`config.mk`:
```
export PLATFORM = sky130hd
export DESIGN_NAME = bin_to_bcd_seq
export DESIGN_NICKNAME = d
export VERILOG_FILES = /design/src/rtl/bcd_pkg.sv /design/src/rtl/bcd_add3.sv /design/src/rtl/bin_to_bcd_seq.sv
export SDC_FILE = /design/constraint.sdc
export NUM_CORES = 1
export LEC_CHECK = 0
export BUFFER_PORTS_ARGS = -buffer_cell sky130_fd_sc_hd__buf_2
export CAP_MARGIN = 20
export CORE_MARGIN = 3
export CORE_UTILIZATION = 47
export DETAILED_ROUTE_END_ITERATION = 16
export GPL_ROUTABILITY_DRIVEN = 0
export GPL_TIMING_DRIVEN = 1
export PLACE_DENSITY = 0.73
export REMOVE_ABC_BUFFERS = 1
export SLEW_MARGIN = 20
export SYNTH_ARGS = -nofsm -noshare
export SYNTH_HDL_FRONTEND = slang
export SYNTH_SLANG_ARGS = --single-unit
```
`constraint.sdc`:
```
create_clock -name clk -period 3.5 [get_ports clk]
set_input_delay 0.175 -clock clk [delete_from_list [all_inputs] [get_ports clk]]
set_output_delay 0.175 -clock clk [all_outputs]
set_load 0.02 [all_outputs]
```
`src/rtl/bcd_pkg.sv`:
```
// Shared constants, FSM state type and digit helpers for bin_to_bcd_seq.
// Build option: BCD_DIV3_FLAG_EN enables the divisible-by-3 result flag.
package bcd_pkg;

  localparam int BIN_W     = 14;
  localparam int N_DIGITS  = 4;
  localparam int MAX_VAL   = 9999;
  localparam int SHIFT_CNT = 14;
  localparam int CNT_W     = 4;
  localparam int BCD_W     = 4 * N_DIGITS;

  typedef enum logic [1:0] {
    IDLE  = 2'd0,
    SHIFT = 2'd1,
    DONE  = 2'd2
  } state_t;

  // Digit sum of a packed 4-digit BCD word, reduced mod 3.
  function automatic logic div3_of(input logic [BCD_W-1:0] bcd);
    logic [5:0] s;
    s = {2'b00, bcd[3:0]}  + {2'b00, bcd[7:4]}
      + {2'b00, bcd[11:8]} + {2'b00, bcd[15:12]};
    return (s % 6'd3) == 6'd0;
  endfunction

endpackage

```
`src/rtl/bcd_add3.sv`:
```
// Double-dabble digit correction: add 3 to a BCD digit that is >= 5.
// Purely combinational; one instance per result digit.
module bcd_add3 (
  input  logic [3:0] d_i,
  output logic [3:0] q_o
);

  // Pre-shift correction so the digit carries correctly after doubling.
  always_comb begin
    q_o = d_i;
    if (d_i >= 4'd5) q_o = d_i + 4'd3;
  end

endmodule

```
`src/rtl/bin_to_bcd_seq.sv`:
```
// Sequential 14-bit binary to 4-digit BCD converter (double-dabble).
// Build option: BCD_DIV3_FLAG_EN adds a registered divisible-by-3 flag.
import bcd_pkg::*;

module bin_to_bcd_seq (
  input  logic             clk,
  input  logic             rst,
  input  logic             in_valid,
  output logic             in_ready,
  input  logic [BIN_W-1:0] bin,
  output logic             out_valid,
  input  logic             out_ready,
  output logic [BCD_W-1:0] D,
  output logic             err,
  output logic             div3
);

  localparam logic [BIN_W-1:0] MAX_BIN = BIN_W'(MAX_VAL);

  state_t           state_q, state_d;
  logic [CNT_W-1:0] cnt_q, cnt_d;
  logic [BIN_W-1:0] opr_q, opr_d;
  logic [BCD_W-1:0] acc_q, acc_d;
  logic [BCD_W-1:0] d_q, d_d;
  logic             err_q, err_d;
  logic [BCD_W-1:0] adj;
  logic             over;
  logic             last;

  assign over = bin > MAX_BIN;
  // Shifting finished; this cycle moves the accumulator into the result.
  assign last = (state_q == SHIFT) && (cnt_q == '0);

  for (genvar g = 0; g < N_DIGITS; g++) begin : g_dig
    bcd_add3 u_add3 (
      .d_i (acc_q[4*g +: 4]),
      .q_o (adj[4*g +: 4])
    );
  end

  // Next-state and datapath update for the IDLE/SHIFT/DONE sequence.
  always_comb begin
    state_d = state_q;
    cnt_d   = cnt_q;
    opr_d   = opr_q;
    acc_d   = acc_q;
    d_d     = d_q;
    err_d   = err_q;
    unique case (state_q)
      IDLE: begin
        if (in_valid) begin
          opr_d   = over ? MAX_BIN : bin;
          err_d   = over;
          acc_d   = '0;
          cnt_d   = CNT_W'(SHIFT_CNT);
          state_d = SHIFT;
        end
      end
      SHIFT: begin
        if (cnt_q != '0) begin
          acc_d = BCD_W'({adj, opr_q[BIN_W-1]});
          opr_d = opr_q << 1;
          cnt_d = cnt_q - 1'b1;
        end else begin
          d_d     = acc_q;
          state_d = DONE;
        end
      end
      DONE: begin
        if (out_ready) state_d = IDLE;
      end
      default: state_d = IDLE;
    endcase
  end

  // State and datapath registers, cleared asynchronously.
  always_ff @(posedge clk or posedge rst) begin
    if (rst) begin
      state_q <= IDLE;
      cnt_q   <= '0;
      opr_q   <= '0;
      acc_q   <= '0;
      d_q     <= '0;
      err_q   <= 1'b0;
    end else begin
      state_q <= state_d;
      cnt_q   <= cnt_d;
      opr_q   <= opr_d;
      acc_q   <= acc_d;
      d_q     <= d_d;
      err_q   <= err_d;
    end
  end

  assign in_ready  = (state_q == IDLE);
  assign out_valid = (state_q == DONE);
  assign D         = d_q;
  assign err       = err_q;

`ifdef BCD_DIV3_FLAG_EN
  logic div3_q;

  // Flag captured together with the result on entry to DONE.
  always_ff @(posedge clk or posedge rst) begin
    if (rst)       div3_q <= 1'b0;
    else if (last) div3_q <= div3_of(acc_q);
  end

  assign div3 = div3_q;
`else
  logic unused_last;
  assign unused_last = last;
  assign div3 = 1'b0;
`endif

endmodule

```
* After elaboration in Yosys (flattened, before gate mapping)
Index checks and enable logic that the tools add are counted.
** Word-level totals
- Logic and storage cells :: 48
- Memories kept :: 0
- Memory bits (writable) :: 0
- Memory bits (read-only) :: 0
- Output and inout bits :: 20
- Latch bits :: 0
- Register bits :: 53
** Operators by class
- Equality and inequality tests :: 6
- Mux-type cells :: 18
- Add/sub/neg operators :: 5
- Shifts and indexed selects :: 0
- Divide/modulo/power cells :: 0
- Multiply operators :: 0
- Bitwise gates (word level) :: 1
- Reduce and logical (&&, ||, !) cells :: 7
- Order comparisons :: 5
** Operator list (number)
- $mux W14 :: 3
- $mux W16 :: 2
- $pmux W16 S2 :: 1
- $pmux W14 S2 :: 1
- $mux W4 :: 5
- $ge A4 B3 Y1 const B :: 4
- $gt A14 B14 Y1 const B :: 1
- $add A4 B2 Y4 const B :: 3
- $pmux W4 S2 :: 1
- $mux W2 :: 3
- $pmux W2 S3 :: 1
- $reduce_and A3 Y1 :: 2
- $ne A2 B1 Y1 const B :: 2
- $ne A2 B2 Y1 const B :: 2
- $reduce_and A2 Y1 :: 2
- $reduce_bool A4 Y1 :: 1
- $sub A4 B1 Y4 const B :: 1
- $add A3 B2 Y3 const B :: 1
- $mux W3 :: 1
- $eq A2 B1 Y1 const B :: 1
- $eq A2 B2 Y1 const B :: 1
- $logic_not A2 Y1 :: 1
- $reduce_bool A2 Y1 :: 1
- $not A1 Y1 :: 1

* Depth between registers and ports, before layout
- Word-level depth :: 4
- Mapped depth :: 8
- Mapped depth without buffers :: 7

* Cells and area by module
A second synthesis with hierarchy kept.
** Unflattened totals
- Cell total of the unflattened synthesis :: 291
- Area, all modules :: 2801.4 µm²
** By module, submodules not included
- bin_to_bcd_seq :: area an instance 2396.0 µm², times used 1, cells an instance 227
- bcd_add3 :: area an instance 101.3 µm², times used 4, cells an instance 16

* Worst setup path after synthesis
OpenSTA, ideal clock, no wires.
- Kind :: flip-flop to flip-flop
- Start :: reg cnt_q[0]
- End :: reg opr_q[4]
- Buffers on the path :: 1
- Data required time :: 3376 ps
- Stages on the path, launching flop included :: 8
- Data arrival time :: 1496 ps
- Path slack :: 1880 ps
- Setup time :: 124 ps
- Cells stage by stage :: dfrtp_1 inv_1 ha_1 nor3b_4 a211o_4 buf_6 a221oi_2 nor2_1
** Between the ends
- Word-level cells in the longest chain between the ends :: 3
** RTL lines
- start, declared :: line bin_to_bcd_seq.sv:21 : logic [CNT_W-1:0] cnt_q, cnt_d;
- start signal, assigned :: line bin_to_bcd_seq.sv:87 : cnt_q <= cnt_d;
- $reduce_bool A4 Y1 :: line bin_to_bcd_seq.sv:60 : if (cnt_q != '0) begin
- $ne A2 B1 Y1 (no source line)
- $reduce_and A3 Y1 (no source line)
- end signal, assigned :: line bin_to_bcd_seq.sv:88 : opr_q <= opr_d;
- end, declared :: line bin_to_bcd_seq.sv:22 : logic [BIN_W-1:0] opr_q, opr_d;
No other way between the ends.
A chain may end at the register's enable or synchronous reset.

* Worst setup path after layout
- Start :: reg state_q[1]
- End :: reg acc_q[11]
** Between the ends
- Word-level cells in the longest chain between the ends :: 3
- Elaborated cells on any way between the ends :: 7
- Those cells by class :: eq/ne (3); mux (1); reduce/logical (3)
** RTL lines
- start, declared :: line bin_to_bcd_seq.sv:20 : state_t state_q, state_d;
- start signal, assigned :: line bin_to_bcd_seq.sv:86 : state_q <= state_d;
- $eq A2 B1 Y1 / $logic_not A2 Y1 (equally long branches) :: line bin_to_bcd_seq.sv:49 : unique case (state_q)
- $ne A2 B1 Y1 (no source line) (tied with other cells)
- $reduce_and A3 Y1 (no source line)
- end signal, assigned :: line bin_to_bcd_seq.sv:82 : acc_q <= '0;
- end signal, assigned :: line bin_to_bcd_seq.sv:89 : acc_q <= acc_d;
- end, declared :: line bin_to_bcd_seq.sv:23 : logic [BCD_W-1:0] acc_q, acc_d;
Several ways; a longest one is shown, not always the timed one.

==> out/qor.yml <==
grt_overflow: 0
rsz0062_at_grt: "no"
layout-drive-gt1-share_pct: 22.9
cts_resized: 0
dp_cells: 345
tightest_slew_ns: 0.846
cts_hold_buf: 1
cp-end-kind: "flip-flop"
grt_pass1_vias: 1806
final_net_count: 310
setup_tns_ns: 0
wire_per_inst_um: 13.2
netlist_area_mm2: 0.00263
antenna_found_initial: 0
startpoint_type: "flip-flop"
cts_buffers: 5
cts-root-buf: "clkbuf_8"
drt-pass1-iter-count: 4
crit_required_ns: 3.75
maxSlewHeadroom_pct: 43.6
peakVddDrop_v: 0.000436
grt_pass1_wl_um: 8140
path_class: "flip-flop to flip-flop"
min_path_type: "input pin to flip-flop"
yosysUniqueCellTypes: 39
die_height_um: 80.8
cp_data_arrival_time_ns: 2.65
die_w_um: 80.8
post-route-min-period_ns: 2.40
cts_num_sinks: 53
setup_violations: 0
core_area_mm2: 0.00527
yosysSeqAreaShare_pct: 50.5
hold_violations: 0
vias: 1875
ios: 38
insertion_delay_ns: 0.31
antenna_cells: 0
h-tree-depth: 2
totalWireLength_um: 4670
max_freq_mhz: 417
start_util_pct: 49.9
clk_pin_slew_ns: 0.10
final.period_utilization_pct: 68.5
cts_setup_buffers: 0
slew_viol_final: 0
fp-row-count: 26
skew_ns: 0.00781
grt_usage_pct: 15.9
p_leak_uw: 0.00137
synth_cells: 252
ys_ff_latch: 53
route.detailed.drc: 0
syn2layout_area_growth_pct: 10.8
outcome: "finished clean"
cp_max_fo: 26
port_buffers: 36
drv_cap: 0
die_area_mm2: 0.00652
viasPerCell: 5.30
drt_iter0_drc: 50
grt_max_degree: 54
cts_buffer_depth: 2
final_antenna_net_count: 0
final_common_cell: "dfrtp_1"
yosysWarnings: 0
power_density_mw_per_mm2: 997
final_cell_count_no_fill: 354
final_cell_mix: "dfrtp_1 (53), buf_2 (36), o21ai_0 (31), nor2_1 (18), nand2_1 (16)"
hpwl_um: 3300
cts_tree: "yes"
synth.avg_cell_area_um2: 10.4
n_fill_cell: 502
==> routing by layer <==
layer	wire length [µm]	vias to the layer above	track usage [%]	share of wire, %
li1	-	942	-	-
met5	0	-	0	0
met1	2190	886	20.0	47
met4	61	0	4.56	1.3
met3	194	8	3.33	4.2
met2	2230	39	27.7	48
==> cells by family after synthesis <==
logic type / after synthesis / share of synthesized area [%]
AOI/OAI and AO/OA: 68 / 16.6
xor gates and xnor gates: 4 / 1.33
adders and majority gates: 9 / 4.29
buffers and inverters: 30 / 6.90
DFF: 53 / 50.5
muxes: 12 / 5.57
other: 1 / 0.143
and+or+nand+nor: 75 / 14.7
==> where the power goes <==
group	leakage (µW)	internal, µW	switching (µW)
Combinational	0.000655	582	794
Clock	0.0000543	214	200
Sequential	0.000657	912	201
==> cell usage after synthesis <==
cell | number | area, µm²
dfrtp_1 | 53 | 1330
o21ai_0 | 31 | 155
nor2_1 | 18 | 67.6
inv_1 | 16 | 60.1
nand2_1 | 16 | 60.1
nand3_1 | 12 | 60.1
a21oi_1 | 11 | 55.1
ha_1 | 9 | 113
mux2_2 | 9 | 101
buf_6 | 7 | 78.8
nand2b_1 | 7 | 43.8
nor3_1 | 7 | 35.0
o21ai_1 | 6 | 30.0
nor3b_1 | 5 | 37.5
a221oi_2 | 4 | 60.1
xnor2_1 | 4 | 35.0
a211oi_1 | 3 | 22.5
a32o_1 | 3 | 30.0
mux2_4 | 3 | 45.0
o31ai_1 | 3 | 22.5
or3_1 | 3 | 18.8
a31oi_1 | 2 | 12.5
and3_1 | 2 | 12.5
buf_2 | 2 | 10.0
buf_4 | 2 | 15.0
a211o_4 | 1 | 17.5
a221oi_1 | 1 | 8.76
and2b_1 | 1 | 7.51
clkbuf_1 | 1 | 3.75
clkbuf_2 | 1 | 5.00
clkinv_4 | 1 | 8.76
conb_1 | 1 | 3.75
nand2_4 | 1 | 11.3
nand4_1 | 1 | 6.26
nor3b_4 | 1 | 18.8
nor4_1 | 1 | 6.26
o21a_1 | 1 | 7.51
o22ai_1 | 1 | 6.26
o32ai_1 | 1 | 8.76
==> flip-flops by register name, indices dropped and copies added, names as in the netlist <==
signal	cells
D	16
acc_q	16
cnt_q	4
err	1
opr_q	14
state_q	2
==> through the flow <==
stage          setup WS [ns]  hold slack, ns  instance area [µm²]  util, %  total power [µW]
2_1_floorplan           1.55           0.283                 2510        -              2150
3_3_place_gp            1.20           0.385                 2780     52.8              2460
5_1_grt                0.860          0.0505                 2910     55.2              3170
4_1_cts                 1.13          0.0512                 2910     55.2              2940
6_report                1.10          0.0598                 2910     55.2              2900
3_5_place_dp            1.17           0.318                 2790     52.8              2520
==> layout make-up <==
type / count / area, µm² / share of cell area [%]
sequential: 53 / 1330 / 45.6
multi-input combinational: 169 / 1120 / 38.5
timing repair buffer: 37 / 190 / 6.53
tap: 70 / 87.6 / 3.01
inverter: 17 / 71.3 / 2.45
clock buffer: 5 / 68.8 / 2.36
clock inverter: 3 / 46.3 / 1.59
==> path summary, 6_finish.rpt <==
| kind | startpoint | end | slack, ns | depth (start not counted) |
|---|---|---|---|---|
| worst max-delay path | state_q[1] | acc_q[11] | 1.10 | 4 |
| max in group asynchronous | rst | D[14] | 2.58 | 3 |
| worst min-delay path | out_ready | state_q[1] | 0.06 | 2 |
| min in group asynchronous | rst | D[7] | 0.49 | 3 |
| worst max register to register | state_q[1] | acc_q[11] | 1.10 | 4 |
| worst min register to register | D[4] | D[4] | 0.48 | 2 |
==> critical path: stages (launching register included) <==
cell and delay [ns]:
dfrtp_1 0.43, and2b_1 0.68, nand2b_1 0.64, o31ai_1 0.43, a32o_1 0.16
No activity file was read; power rests on OpenSTA's default activity.
